**src/rtl/stw_bist_sequencer.sv**
```systemverilog
// Self-test sequencer for the systolic STW path: walks NUM_PATTERNS operand sets through every PE,
// waits for aggregate completion, and accumulates per-PE mismatches into a sticky fault map.
module stw_bist_sequencer #(
    parameter int ROWS         = 4,
    parameter int COLS         = 4,
    parameter int WORD_SIZE    = 16,
    parameter int NUM_PATTERNS = 4,
    parameter int PAT_SEED     = 3,
    parameter int TIMEOUT      = 64
) (
    input  logic                      clk,
    input  logic                      rst,
    input  logic                      bist_start,
    output logic                      bist_busy,
    output logic                      bist_done,
    output logic                      array_hold,
    output logic [WORD_SIZE-1:0]      STW_mult_op1,
    output logic [WORD_SIZE-1:0]      STW_mult_op2,
    output logic [WORD_SIZE-1:0]      STW_add_op,
    output logic [WORD_SIZE-1:0]      STW_expected,
    output logic                      STW_test_load_en,
    output logic                      STW_start,
    input  logic                      STW_complete_in,
    input  logic [ROWS*COLS-1:0]      STW_result_in,
    output logic [ROWS*COLS-1:0]      fault_map,
    output logic                      fault_any,
    output logic                      timeout_err,
    output logic [$clog2(NUM_PATTERNS > 1 ? NUM_PATTERNS : 2)-1:0] pattern_idx
);

    localparam int PW = $clog2(NUM_PATTERNS > 1 ? NUM_PATTERNS : 2);
    localparam int CW = $clog2(TIMEOUT);
    localparam logic [PW-1:0] LAST_PAT  = PW'(NUM_PATTERNS - 1);
    localparam logic [CW-1:0] WAIT_LAST = CW'(TIMEOUT - 1);

    typedef enum logic [2:0] {
        S_IDLE,
        S_LOAD,
        S_START,
        S_WAIT,
        S_CAPTURE,
        S_DONE
    } state_t;

    state_t               state;
    state_t               state_nxt;
    logic [CW-1:0]        wait_cnt;
    logic [PW-1:0]        pat_sel;
    logic [WORD_SIZE-1:0] pat_w;
    logic [WORD_SIZE-1:0] nxt_op1;
    logic [WORD_SIZE-1:0] nxt_op2;
    logic [WORD_SIZE-1:0] nxt_add;
    logic [WORD_SIZE-1:0] nxt_exp;

    // Operands for the pattern about to be loaded: 0 from IDLE, idx+1 from CAPTURE.
    always_comb begin
        pat_sel = (state == S_CAPTURE) ? pattern_idx + PW'(1) : '0;
        pat_w   = WORD_SIZE'(pat_sel);
        nxt_op1 = WORD_SIZE'(PAT_SEED) + pat_w;
        nxt_op2 = pat_w + WORD_SIZE'(2);
        nxt_add = pat_w;
        nxt_exp = nxt_op1 * nxt_op2 + nxt_add;
    end

    always_comb begin
        state_nxt        = state;
        bist_busy        = 1'b1;
        bist_done        = 1'b0;
        STW_test_load_en = 1'b0;
        STW_start        = 1'b0;
        case (state)
            S_IDLE: begin
                bist_busy = 1'b0;
                if (bist_start) state_nxt = S_LOAD;
            end
            S_LOAD: begin
                STW_test_load_en = 1'b1;
                state_nxt        = S_START;
            end
            S_START: begin
                STW_start = 1'b1;
                state_nxt = S_WAIT;
            end
            S_WAIT: begin
                if (STW_complete_in)            state_nxt = S_CAPTURE;
                else if (wait_cnt == WAIT_LAST) state_nxt = S_DONE;
            end
            S_CAPTURE: begin
                state_nxt = (pattern_idx == LAST_PAT) ? S_DONE : S_LOAD;
            end
            S_DONE: begin
                bist_done = 1'b1;
                state_nxt = S_IDLE;
            end
            default: state_nxt = S_IDLE;
        endcase
    end

    assign array_hold = bist_busy;
    assign fault_any  = |fault_map;

    always_ff @(posedge clk) begin
        if (rst) begin
            state        <= S_IDLE;
            pattern_idx  <= '0;
            wait_cnt     <= '0;
            fault_map    <= '0;
            timeout_err  <= 1'b0;
            STW_mult_op1 <= '0;
            STW_mult_op2 <= '0;
            STW_add_op   <= '0;
            STW_expected <= '0;
        end else begin
            state <= state_nxt;
            case (state)
                S_IDLE: begin
                    if (bist_start) begin
                        pattern_idx <= '0;
                        wait_cnt    <= '0;
                        fault_map   <= '0;
                        timeout_err <= 1'b0;
                    end
                end
                S_START: wait_cnt <= '0;
                S_WAIT: begin
                    if (!STW_complete_in) begin
                        // Timeout poisons the whole map: no PE result can be trusted.
                        if (wait_cnt == WAIT_LAST) begin
                            timeout_err <= 1'b1;
                            fault_map   <= '1;
                        end else begin
                            wait_cnt <= wait_cnt + CW'(1);
                        end
                    end
                end
                S_CAPTURE: begin
                    fault_map <= fault_map | STW_result_in;
                    if (pattern_idx != LAST_PAT) pattern_idx <= pattern_idx + PW'(1);
                end
                default: ;
            endcase

            if (state_nxt == S_LOAD) begin
                STW_mult_op1 <= nxt_op1;
                STW_mult_op2 <= nxt_op2;
                STW_add_op   <= nxt_add;
                STW_expected <= nxt_exp;
            end else if (state == S_DONE) begin
                STW_mult_op1 <= '0;
                STW_mult_op2 <= '0;
                STW_add_op   <= '0;
                STW_expected <= '0;
            end
        end
    end

endmodule

```
**config.mk**
```make
export PLATFORM = sky130hd
export DESIGN_NAME = stw_bist_sequencer
export DESIGN_NICKNAME = d
export VERILOG_FILES = /design/src/rtl/stw_bist_sequencer.sv
export SDC_FILE = /design/constraint.sdc
export NUM_CORES = 1
export LEC_CHECK = 0
export ABC_AREA = 1
export CORE_ASPECT_RATIO = 1.4
export CORE_UTILIZATION = 40
export DETAILED_ROUTE_END_ITERATION = 10
export GPL_ROUTABILITY_DRIVEN = 0
export PLACE_DENSITY = 0.77
export SLEW_MARGIN = 20
export SYNTH_ARGS = -nofsm -noshare
export SYNTH_HDL_FRONTEND = slang
export SYNTH_SLANG_ARGS = --single-unit
```
**constraint.sdc**
```tcl
create_clock -name clk -period 4.1 [get_ports clk]
set_input_delay 0.82 -clock clk [delete_from_list [all_inputs] [get_ports clk]]
set_output_delay 0.82 -clock clk [all_outputs]
set_load 0.05 [all_outputs]
```
Word-level counts from Yosys, hierarchy flattened
Index checks and enable logic that the tools add are counted.

operators by class
  add/subtract/negate cells = 5
  $mul = 1
  divide/modulo/power cells = 0
  $lt $le $gt $ge = 0
  eq/ne operators = 14
  shift operators = 0
  mux-type cells = 31
  bitwise operators = 1
  reductions and logical operators = 11

operators by type and width
  operator                                                          count
  16-bit 2-to-1 mux                                                 7
  16-bit one-hot mux with 3 select lines                            1
  6-bit 2-to-1 mux                                                  3
  6-bit one-hot mux with 3 select lines                             1
  16-bit OR                                                         1
  16-bit OR reduction                                               1
  3-bit one-hot mux with 5 select lines                             1
  3-bit 2-to-1 mux                                                  4
  4-bit AND reduction                                               3
  2-bit 2-to-1 mux                                                  5
  2-bit inequality test (second input constant)                     5
  6-bit by 2-bit adder with 7-bit output                            1
  1-bit 2-to-1 mux                                                  7
  6-bit by 1-bit adder with 6-bit output (second input constant)    1
  3-bit by 1-bit == test with 1-bit output (second input constant)  2
  3-bit by 2-bit == test with 1-bit output (second input constant)  2
  3-bit == test (second input constant)                             2
  6-bit == test (second input constant)                             1
  3-bit by 3-bit multiplier with 6-bit output                       1
  2-bit nonzero test                                                3
  3-bit nonzero test                                                2
  2-bit one-hot mux with 2 select lines                             1
  2-bit by 2-bit adder with 3-bit output (first input constant)     1
  2-bit by 2-bit adder with 3-bit output (second input constant)    1
  other kinds (6)                                                   6

word-level totals
  bits in registers = 78
  latch bits = 0
  memory bits (writable) = 0
  memory bits (read-only) = 0
  input port bits = 20
  word-level logic and storage cells = 72
  memories kept = 0

Logic depth before layout (Yosys ltp)
Gate-level depths: netlist of run 1.

  word-level depth = 6
  depth in mapped cells = 15
  gate-level depth less buffers = 14

Least setup slack after synthesis of run 1
OpenSTA, ideal clock, no wires.

  path type = flip-flop to flip-flop
  start = register pattern_idx[0] in the netlist's numbering
  end = register STW_expected[6]
  setup time = 132 ps
  arrival time = 2311 ps
  path slack = 1656 ps
  stages on the path, launching flop included = 13
  buffers on the path = 0
  clock period less this slack = 2444 ps
  cells stage by stage = dfxtp_1 > ha_1 > nand2_1 > inv_1 > ha_1 > nand2_1 > inv_1 > ha_1 > ha_1 > a21oi_1 > nor2_1 > nand2_1 > a21oi_1

on the way
  word-level cells in the longest chain between the ends = 6
  elaborated cells on any way between the ends = 12

RTL lines
  item                                         line  RTL
  start: declaration                           28    output logic [$clog2(NUM_PATTERNS > 1 ? NUM_PATTERNS : 2)-1:0] pattern_idx
  start signal: assignment                     138   if (pattern_idx != LAST_PAT) pattern_idx <= pattern_idx + PW'(1);
  2-bit by 1-bit adder with 2-bit output       57    pat_sel = (state == S_CAPTURE) ? pattern_idx + PW'(1) : '0;
  2-bit 2-to-1 mux                             57
  2-bit by 2-bit adder with 3-bit output       60    nxt_op2 = pat_w + WORD_SIZE'(2);
  named net nxt_op2[2]                         51    logic [WORD_SIZE-1:0] nxt_op2;
  3-bit by 3-bit multiplier with 6-bit output  62    nxt_exp = nxt_op1 * nxt_op2 + nxt_add;
  6-bit by 2-bit adder with 7-bit output       62
  16-bit 2-to-1 mux                            143   if (state_nxt == S_LOAD) begin
  end signal: assignment                       147   STW_expected <= nxt_exp;
  end: declaration                             20    output logic [WORD_SIZE-1:0] STW_expected,

The timed path passes the listed nets, and every way through them passes these cells.
A chain may end at the register's enable or synchronous reset.

Final worst setup path of run 1
  start = register state[0]
  end = output port bist_done

on the way
  word-level cells in the longest chain between the ends = 2

RTL lines
  item                      line  RTL
  start: declaration        45    state_t state;
  start signal: assignment  114   state <= state_nxt;
  3-bit == test             71    case (state)
  1-bit 2-to-1 mux          71
  end: declaration          15    output logic bist_done,

No other way between the ends.

==> results of run 1 <==
sequential cells by signal, indices dropped and copies added, names as in the netlist:
signal and flops:
pattern_idx 2, STW_mult_op2 1, state 3, timeout_err 1, STW_mult_op1 3, fault_map 16, wait_cnt 6, STW_expected 5
STW_add_op 2
final timing paths:
kind | cells after the start | end | start
min | 2 | fault_map[2] | fault_map[2]
max | 4 | bist_done | state[0]
min reg2reg | 2 | fault_map[2] | fault_map[2]
max reg2reg | 13 | STW_expected[6] | state[2]
report_power, final:
| group | internal (mW) | switching [mW] | leakage (nW) |
|---|---|---|---|
| logic | 0.135 | 0.362 | 0.847 |
| registers | 0.408 | 0.0250 | 0.318 |
| clock network | 0.243 | 0.129 | 0.0654 |
| total | 0.786 | 0.517 | 1.23 |
routing by layer:
layer,wire length [um],track usage
met1,1970,0.171
met2,2380,0.276
met3,399,0.0413
met4,73,0.0585
met5,0,0
kinds of logic after synthesis:
kind of cell	count (synthesis)	synth area share
adders and majority gates	10	0.0517
other	1	0.00155
AOI/OAI and AO/OA	40	0.0853
DFF	39	0.322
and+or+nand+nor	131	0.277
xor gates and xnor gates	2	0.00724
buffers and inverters	99	0.255
final cells by class:
class,instances,share of cell area
multi-input combinational,232,0.410
clock buffer,6,0.0247
tap,70,0.0299
clock inverter,2,0.0205
inverter,34,0.0444
timing repair buffer,60,0.204
sequential,39,0.266
cells in the mapped netlist:
| master | count | share of area |
|---|---|---|
| nand4_1 | 19 | 0.049 |
| clkbuf_2 | 1 | 0.0021 |
| xnor2_1 | 1 | 0.0036 |
| buf_6 | 4 | 0.019 |
| a21oi_1 | 37 | 0.076 |
| inv_2 | 4 | 0.0062 |
| a211oi_1 | 1 | 0.0031 |
| ha_1 | 10 | 0.052 |
| clkbuf_1 | 3 | 0.0047 |
| nor2_1 | 19 | 0.029 |
| or2_2 | 16 | 0.041 |
| conb_1 | 1 | 0.0015 |
| nor3b_1 | 1 | 0.0031 |
| inv_4 | 1 | 0.0026 |
| nand2_1 | 37 | 0.057 |
| nand2_2 | 8 | 0.021 |
| o21ai_0 | 1 | 0.0021 |
| buf_2 | 1 | 0.0021 |
| or2_1 | 3 | 0.0078 |
| dfxtp_1 | 39 | 0.32 |
| nor3_1 | 3 | 0.0062 |
| nand3_2 | 2 | 0.0083 |
| nor2_4 | 1 | 0.0047 |
| nand3_1 | 15 | 0.031 |
| nor4_1 | 4 | 0.010 |
| inv_1 | 29 | 0.045 |
| xor2_1 | 1 | 0.0036 |
| nor2_2 | 3 | 0.0078 |
| a21oi_2 | 1 | 0.0036 |
| buf_4 | 56 | 0.17 |
critical path, stage by stage, from the launching register on:
cell	delay, ns
dfxtp_1	0.48
nand3_1	0.11
buf_4	0.19
inv_1	0.06
clkdlybuf4s50_1	0.79
stage by stage:
step / instances / cell area [sq um] / setup slack (ns) / power (mW) / utilization
6_report: 443 / 2930 / 1.36 / 1.30 / 0.500
4_1_cts: 443 / 2930 / 1.35 / 1.32 / 0.500
3_5_place_dp: 435 / 2800 / 1.61 / 0.940 / 0.478
5_1_grt: 443 / 2930 / 1.28 / 1.36 / 0.500
3_3_place_gp: 435 / 2800 / 1.67 / 0.936 / 0.478
2_1_floorplan: 370 / 2600 / 1.66 / 0.870 / -
==> run_results.csv, run 1 <==
group,metric,value,unit
status,status,"completed",
floorplanning,coreArea,5860,sq um
detailed_routing,ant_nets,0,
clock_tree,cts_tree,"yes",
synth,yosys_warnings,0,
power_and_ir_drop,p_leak,1.23,nW
detailed_routing,route.vias.total,2026,
synth,syn_area_per_cell,7.52,sq um
power_and_ir_drop,vdd_ir_drop_max,173,uV
layout,seq_area,781,sq um
floorplanning,ios,109,
sta,worstMarginPinSlew,0.743,ns
clock_tree,ctsHtreeMaxLevel,2,
sta,setup_violations,0,
sta,fin_crit,2.74,ns
layout,drive_gt1_frac,0.118,
setup_path,critPathLaunchType,"flip-flop",
worst_hold_path,hp-class,"flip-flop to flip-flop",
global_routing,grt_start_max_net_pins,23,
clock_tree,clockBufferDepth,2,
global_routing,grt_use_total,0.156,
sta,fin_skew,0.00656,ns
layout,final_common_cell,"clkdlybuf4s50_1",
global_routing,grt_pass1_vias,1750,
sta,fin_setup_tns,0,ns
setup_path,rrSetupSlack,1.61,ns
clock_tree,cts.clk_slew.worst_paths,0.07,ns
clock_tree,post_cts_resize_count,0,
placement,place_hpwl,3.61,mm
clock_tree,cts_root_buffer,"clkbuf_8",
layout,area_growth,21.1,%
detailed_routing,drt_iter0_markers,99,
placement,io_buffer_count,59,
detailed_routing,via_per_inst,4.57,
global_routing,overflow,0,
detailed_routing,drt_first_pass_iters,4,
detailed_routing,post_drt_wl_per_cell,10.9,um
layout,layout_common_cells,"clkdlybuf4s50_1, conb_1, dfxtp_1, nand2_1, a21oi_1",
setup_path,cp_max_fo,12,
detailed_routing,drc_errors,0,
clock_tree,numCtsBuffers,5,
floorplanning,die_area,6370,sq um
sta,hold_viol,0,
layout,multi_input_area,1200,sq um
job,maxCapViolCount,0,
synth,synth_area,2420,sq um
setup_path,crit_type,"flip-flop to primary output",
sta,final_max_slew_viol_count,0,
clock_tree,clock-sinks,39,
synth,synth_seq_cells,39,
layout,fillers,584,
floorplanning,num_rows,33,
global_routing,grt_pass1_wl,7.52,mm
synth,yosys.cell_types.count,30,
setup_path,worst_ep_arrival_time,1.92,ns
floorplanning,start_util,0.413,
sta,finalCritPeriodShare,0.667,
synth,ys_seq_area_frac,0.322,
sta,hold-worst-slack,0.468,ns
clock_tree,postCtsSetupBuffers,0,
global_routing,antenna_found_initial,0,
sta,max_slew_margin,0.504,
setup_path,critPathCaptureType,"primary output",
floorplanning,die_w,67.8,um
setup_path,critPathRequiredTime,3.28,ns
sta,rsz0062_at_grt,"false",
floorplanning,die_h,94.1,um
sta,fmax,365,MHz
layout,nets,402,
layout,n_antenna_cell,0,
clock_tree,clkLatencyLatePin,0.29,ns
clock_tree,holdBufCountCts,0,
detailed_routing,routed_wl,4.82,mm
power_and_ir_drop,p_per_area,444,nW/um^2
synth,syn_inst,322,
No activity file was read; power rests on OpenSTA's default activity.
==> run 2: changes to the inputs <==
CORE_UTILIZATION = 38   (was 40)
clock period = 2.4 ns   (was 4.1 ns; I/O delays follow)
==> run_results.csv, run 2 (same netlist as run 1, synthesis figures left out) <==
group,metric,value,unit
setup_path,worst_r2r_path_depth,15,
sta,fmax,447,MHz
setup_path,rrSetupSlack,0.18,ns
sta,max_slew_margin,0.646,
worst_hold_path,hold_depth,2,
clock_tree,cts_tree,"yes",
detailed_routing,via_per_inst,4.60,
sta,fin_skew,0.00381,ns
detailed_routing,drt_iter0_markers,71,
sta,finalCritPeriodShare,0.931,
sta,rsz0062_at_grt,"false",
clock_tree,numCtsBuffers,5,
layout,layout_common_cells,"clkdlybuf4s50_1, conb_1, a21oi_1, dfxtp_1, nand2_1",
clock_tree,cts.clk_slew.worst_paths,0.07,ns
global_routing,grt_start_max_net_pins,20,
setup_path,critPathLaunchType,"flip-flop",
power_and_ir_drop,finalPower,2.09,mW
layout,drive_gt1_frac,0.148,
sta,hold-worst-slack,0.465,ns
setup_path,cp_max_fo,7,
power_and_ir_drop,vdd_ir_drop_max,347,uV
sta,worstMarginPinSlew,0.529,ns
floorplanning,num_rows,34,
worst_hold_path,hp-class,"flip-flop to flip-flop",
power_and_ir_drop,p_per_area,710,nW/um^2
global_routing,antenna_found_initial,0,
sta,fin_crit,2.24,ns
global_routing,grt_pass1_wl,8.51,mm
detailed_routing,drt_first_pass_iters,4,
layout,largest_reg_flops,16,
setup_path,worst_ep_arrival_time,1.76,ns
clock_tree,clkLatencyLatePin,0.29,ns
clock_tree,cts_root_buffer,"clkbuf_8",
layout,utilization,0.477,
global_routing,grt_use_total,0.159,
floorplanning,coreArea,6170,sq um
layout,final_cells,450,
floorplanning,ios,109,
detailed_routing,route.vias.total,2071,
layout,final_common_cell,"clkdlybuf4s50_1",
detailed_routing,post_drt_wl_per_cell,11.6,um
setup_path,critPathRequiredTime,1.92,ns
sta,setup_violations,0,
sta,hold_viol,0,
power_and_ir_drop,p_leak,1.25,nW
detailed_routing,ant_nets,0,
setup_path,r2r_start,"state[1]",
status,status,"completed",
setup_path,crit_type,"flip-flop to primary output",
global_routing,grt_pass1_vias,1956,
floorplanning,die_h,96.4,um
job,maxCapViolCount,0,
clock_tree,clockBufferDepth,2,
clock_tree,ctsHtreeMaxLevel,2,
clock_tree,holdBufCountCts,0,
layout,nets,407,
worst_hold_path,holdPathEnd,"fault_map[12]",
floorplanning,die_area,6700,sq um
layout,n_antenna_cell,0,
clock_tree,clock-sinks,39,
setup_path,critPathCaptureType,"primary output",
worst_hold_path,min_from,"fault_map[12]",
placement,post-place-cells,441,
layout,top_regs,"fault_map x16, wait_cnt x6, STW_expected x5",
floorplanning,die_w,69.5,um
layout,max_flop_register,"fault_map",
setup_path,rr_endpoint,"STW_expected[6]",
detailed_routing,routed_wl,5.22,mm
sta,final_max_slew_viol_count,0,
layout,area_growth,21.6,%
floorplanning,start_util,0.392,
global_routing,overflow,0,
placement,io_buffer_count,59,
detailed_routing,drc_errors,0,
sta,fin_setup_tns,0,ns
placement,place_hpwl,3.95,mm
## run 2: changes by cell type in the layout (fill, tap and decap cells not counted), moves of 2 or more
cell,before,now
dfxtp_2,0,3
dfxtp_1,39,36
buf_4,1,8
bufinv_16,2,0
clkdlybuf4s50_1,59,56
clkbuf_8,5,7
## run 2: worst max-delay path by stage
stage	start	end
after global routing	state[1]	STW_expected[6]
after floorplan	pattern_idx[0]	STW_expected[6]
after global placement	state[1]	STW_expected[6]
after CTS	state[2]	bist_busy
final	state[0]	bist_busy
after detailed placement	state[1]	STW_expected[6]
## run 2: report_power, final
| group | total, mW | switching [mW] | internal, mW |
|---|---|---|---|
| clock network | 0.487 | 0.225 | 0.262 |
| registers | 0.737 | 0.0384 | 0.698 |
| logic | 0.865 | 0.633 | 0.232 |
| total | 2.09 | 0.896 | 1.19 |
## run 2: layout make-up
class / instances / area, sq um
tap: 72 / 90.1
clock buffer: 8 / 100
sequential: 39 / 785
multi-input combinational: 232 / 1210
timing repair buffer: 65 / 629
inverter: 34 / 130
fill: 610 / 3230
## run 2: per-stage QoR
stage          worst slack [ns]  cell area (sq um)
3_5_place_dp              0.105               2830
3_3_place_gp              0.235               2830
6_report                  0.165               2940
5_1_grt                  0.0153               2940
2_1_floorplan             0.150               2600
4_1_cts                  0.0676               2930
## run 2: layer usage
metal	up-vias	GRT usage	routed length, um
met5	-	0	0
met4	0	0.0612	79
met3	9	0.0519	419
met2	90	0.304	2720
met1	923	0.160	2000
li1	1049	-	-
## run 2: critical path, stage by stage (launching register included)
cell and delay, ns:
dfxtp_1 0.33, buf_4 0.15, nor2_2 0.06, nand2_1 0.11
clkdlybuf4s50_1 0.82
## run 2: repair_timing
action / in CTS / in global routing
resized for setup: 1 / 3
pin swaps: 0 / 0
gates cloned: 0 / 0
hold endpoints to repair: 0 / 0
endpoints found under the setup margin: 1 / 1
buffers inserted: 0 / 1
==> run 3: changes to the inputs <==
GPL_TIMING_DRIVEN = 0   (was default)
MAX_ROUTING_LAYER = met4   (was default)
TNS_END_PERCENT = 20   (was default)
==> run_results.csv, run 3 (same netlist as run 1, synthesis figures left out) <==
group,metric,value,unit
global_routing,grt_pass1_vias,2065,
status,status,"completed",
setup_path,critPathLaunchType,"flip-flop",
global_routing,grt_start_max_net_pins,13,
setup_path,critPathCaptureType,"primary output",
placement,post-place-ws,-0.0972,ns
sta,fin_crit,2.33,ns
layout,top_regs,"fault_map x16, wait_cnt x6, STW_expected x5",
detailed_routing,via_per_inst,4.36,
setup_path,worst_ep_arrival_time,1.85,ns
setup_path,crit_type,"flip-flop to primary output",
sta,worstMarginPinSlew,0.554,ns
floorplanning,die_h,96.4,um
worst_hold_path,hp-class,"flip-flop to flip-flop",
layout,max_flop_register,"fault_map",
clock_tree,cts_root_buffer,"clkbuf_8",
detailed_routing,drc_errors,0,
global_routing,overflow,0,
clock_tree,cts.clk_slew.worst_paths,0.07,ns
job,maxCapViolCount,0,
floorplanning,num_rows,34,
detailed_routing,route.vias.total,2239,
sta,fin_skew,0.00808,ns
layout,postLayoutCellArea,3480,sq um
global_routing,grt_use_total,0.167,
setup_path,cp_max_fo,8,
clock_tree,clock-sinks,39,
detailed_routing,ant_nets,0,
sta,fin_ws,0.0734,ns
setup_path,critPathRequiredTime,1.92,ns
detailed_routing,drt_first_pass_iters,5,
power_and_ir_drop,p_seq_frac,0.324,
layout,area_growth,43.8,%
power_and_ir_drop,switchingPower,0.925,mW
placement,post-place-cells,501,
sta,max_slew_margin,0.631,
floorplanning,coreArea,6170,sq um
clock_tree,clockBufferDepth,2,
clock_tree,numCtsBuffers,5,
sta,setup_violations,0,
floorplanning,start_util,0.392,
sta,fin_setup_tns,0,ns
detailed_routing,drt_iter0_markers,122,
clock_tree,holdBufCountCts,0,
setup_path,cp_cell_sequence,"buf_6 -> nor3_1 -> clkdlybuf4s50_1",
layout,final_common_cell,"buf_4",
layout,n_antenna_cell,0,
power_and_ir_drop,p_int,1.36,mW
detailed_routing,post_drt_wl_per_cell,10.8,um
layout,seq_area,786,sq um
clock_tree,ctsHtreeMaxLevel,2,
sta,fmax,430,MHz
power_and_ir_drop,vdd_ir_drop_max,390,uV
clock_tree,clkLatencyLatePin,0.30,ns
floorplanning,die_w,69.5,um
placement,place_area,3280,sq um
placement,io_buffer_count,59,
sta,hold_viol,0,
sta,final_max_slew_viol_count,0,
power_and_ir_drop,finalPower,2.28,mW
layout,fillers,604,
layout,multi_input_area,1250,sq um
setup_path,rrSetupSlack,0.12,ns
layout,layout_common_cells,"buf_4, clkdlybuf4s50_1, conb_1, nand2_1, a21oi_1",
floorplanning,ios,109,
layout,drive_gt1_frac,0.279,
power_and_ir_drop,p_leak,1.58,nW
global_routing,grt_pass1_wl,8.85,mm
layout,largest_reg_flops,16,
layout,nets,470,
power_and_ir_drop,sw_frac_of_total,0.405,
global_routing,antenna_found_initial,0,
setup_path,crit_slowest_cell,"clkdlybuf4s50_1",
detailed_routing,routed_wl,5.56,mm
sta,finalCritPeriodShare,0.969,
power_and_ir_drop,p_per_area,656,nW/um^2
clock_tree,cts_tree,"yes",
floorplanning,die_area,6700,sq um
layout,final_cells,513,
setup_path,critical-path-max-stage-delay,0.87,ns
power_and_ir_drop,pwr-share-comb,0.427,
power_and_ir_drop,clkPwrFrac,0.249,
placement,place_hpwl,4.24,mm
[run 3: power by group through the flow]
stage               clock network, mW  logic [mW]  registers (mW)
floorplan                           0       0.582           0.904
global placement                    0       0.960           0.751
detailed placement                  0       0.967           0.753
CTS                             0.576       0.964           0.740
global route                    0.603        1.03           0.747
finish                          0.569       0.976           0.740
[run 3: path summary, 6_finish.rpt]
kind | depth (start not counted) | endpoint | start
max | 3 | STW_start | state[0]
min | 2 | fault_map[15] | fault_map[15]
max reg2reg | 15 | STW_expected[6] | state[0]
min reg2reg | 2 | fault_map[15] | fault_map[15]
[run 3: what timing repair did]
action                     CTS  global route
gates resized for setup      4            11
setup buffers                0             4
setup endpoints to repair    3             4
pin swaps                    0             4
[run 3: cell type report]
type | count | share of cell area
Multi-Input combinational cell | 232 | 0.360
Sequential cell | 39 | 0.226
Timing Repair Buffer | 63 | 0.178
Buffer | 65 | 0.140
Inverter | 34 | 0.0374
Tap cell | 72 | 0.0259
Clock buffer | 6 | 0.0237
Clock inverter | 2 | 0.0101
[run 3: through the flow]
step                hold WS [ns]  utilization
detailed placement         0.458        0.532
global route               0.487        0.564
global placement           0.456        0.532
floorplan                  0.458            -
finish                     0.469        0.564
CTS                        0.470        0.552
[run 3: routing by layer]
| layer | vias to the layer above | track usage | part of all wire |
|---|---|---|---|
| met5 | - | - | 0 |
| met4 | 0 | 0.0476 | 0.019 |
| met3 | 11 | 0.0342 | 0.070 |
| met2 | 86 | 0.328 | 0.52 |
| met1 | 965 | 0.167 | 0.39 |
| li1 | 1177 | - | - |
[run 3: critical path, delay by kind of cell, from the launching register on]
kind          cells  cell delay, ns
buf+inv           2            1.00
simple gates      1            0.24
flops             1            0.31
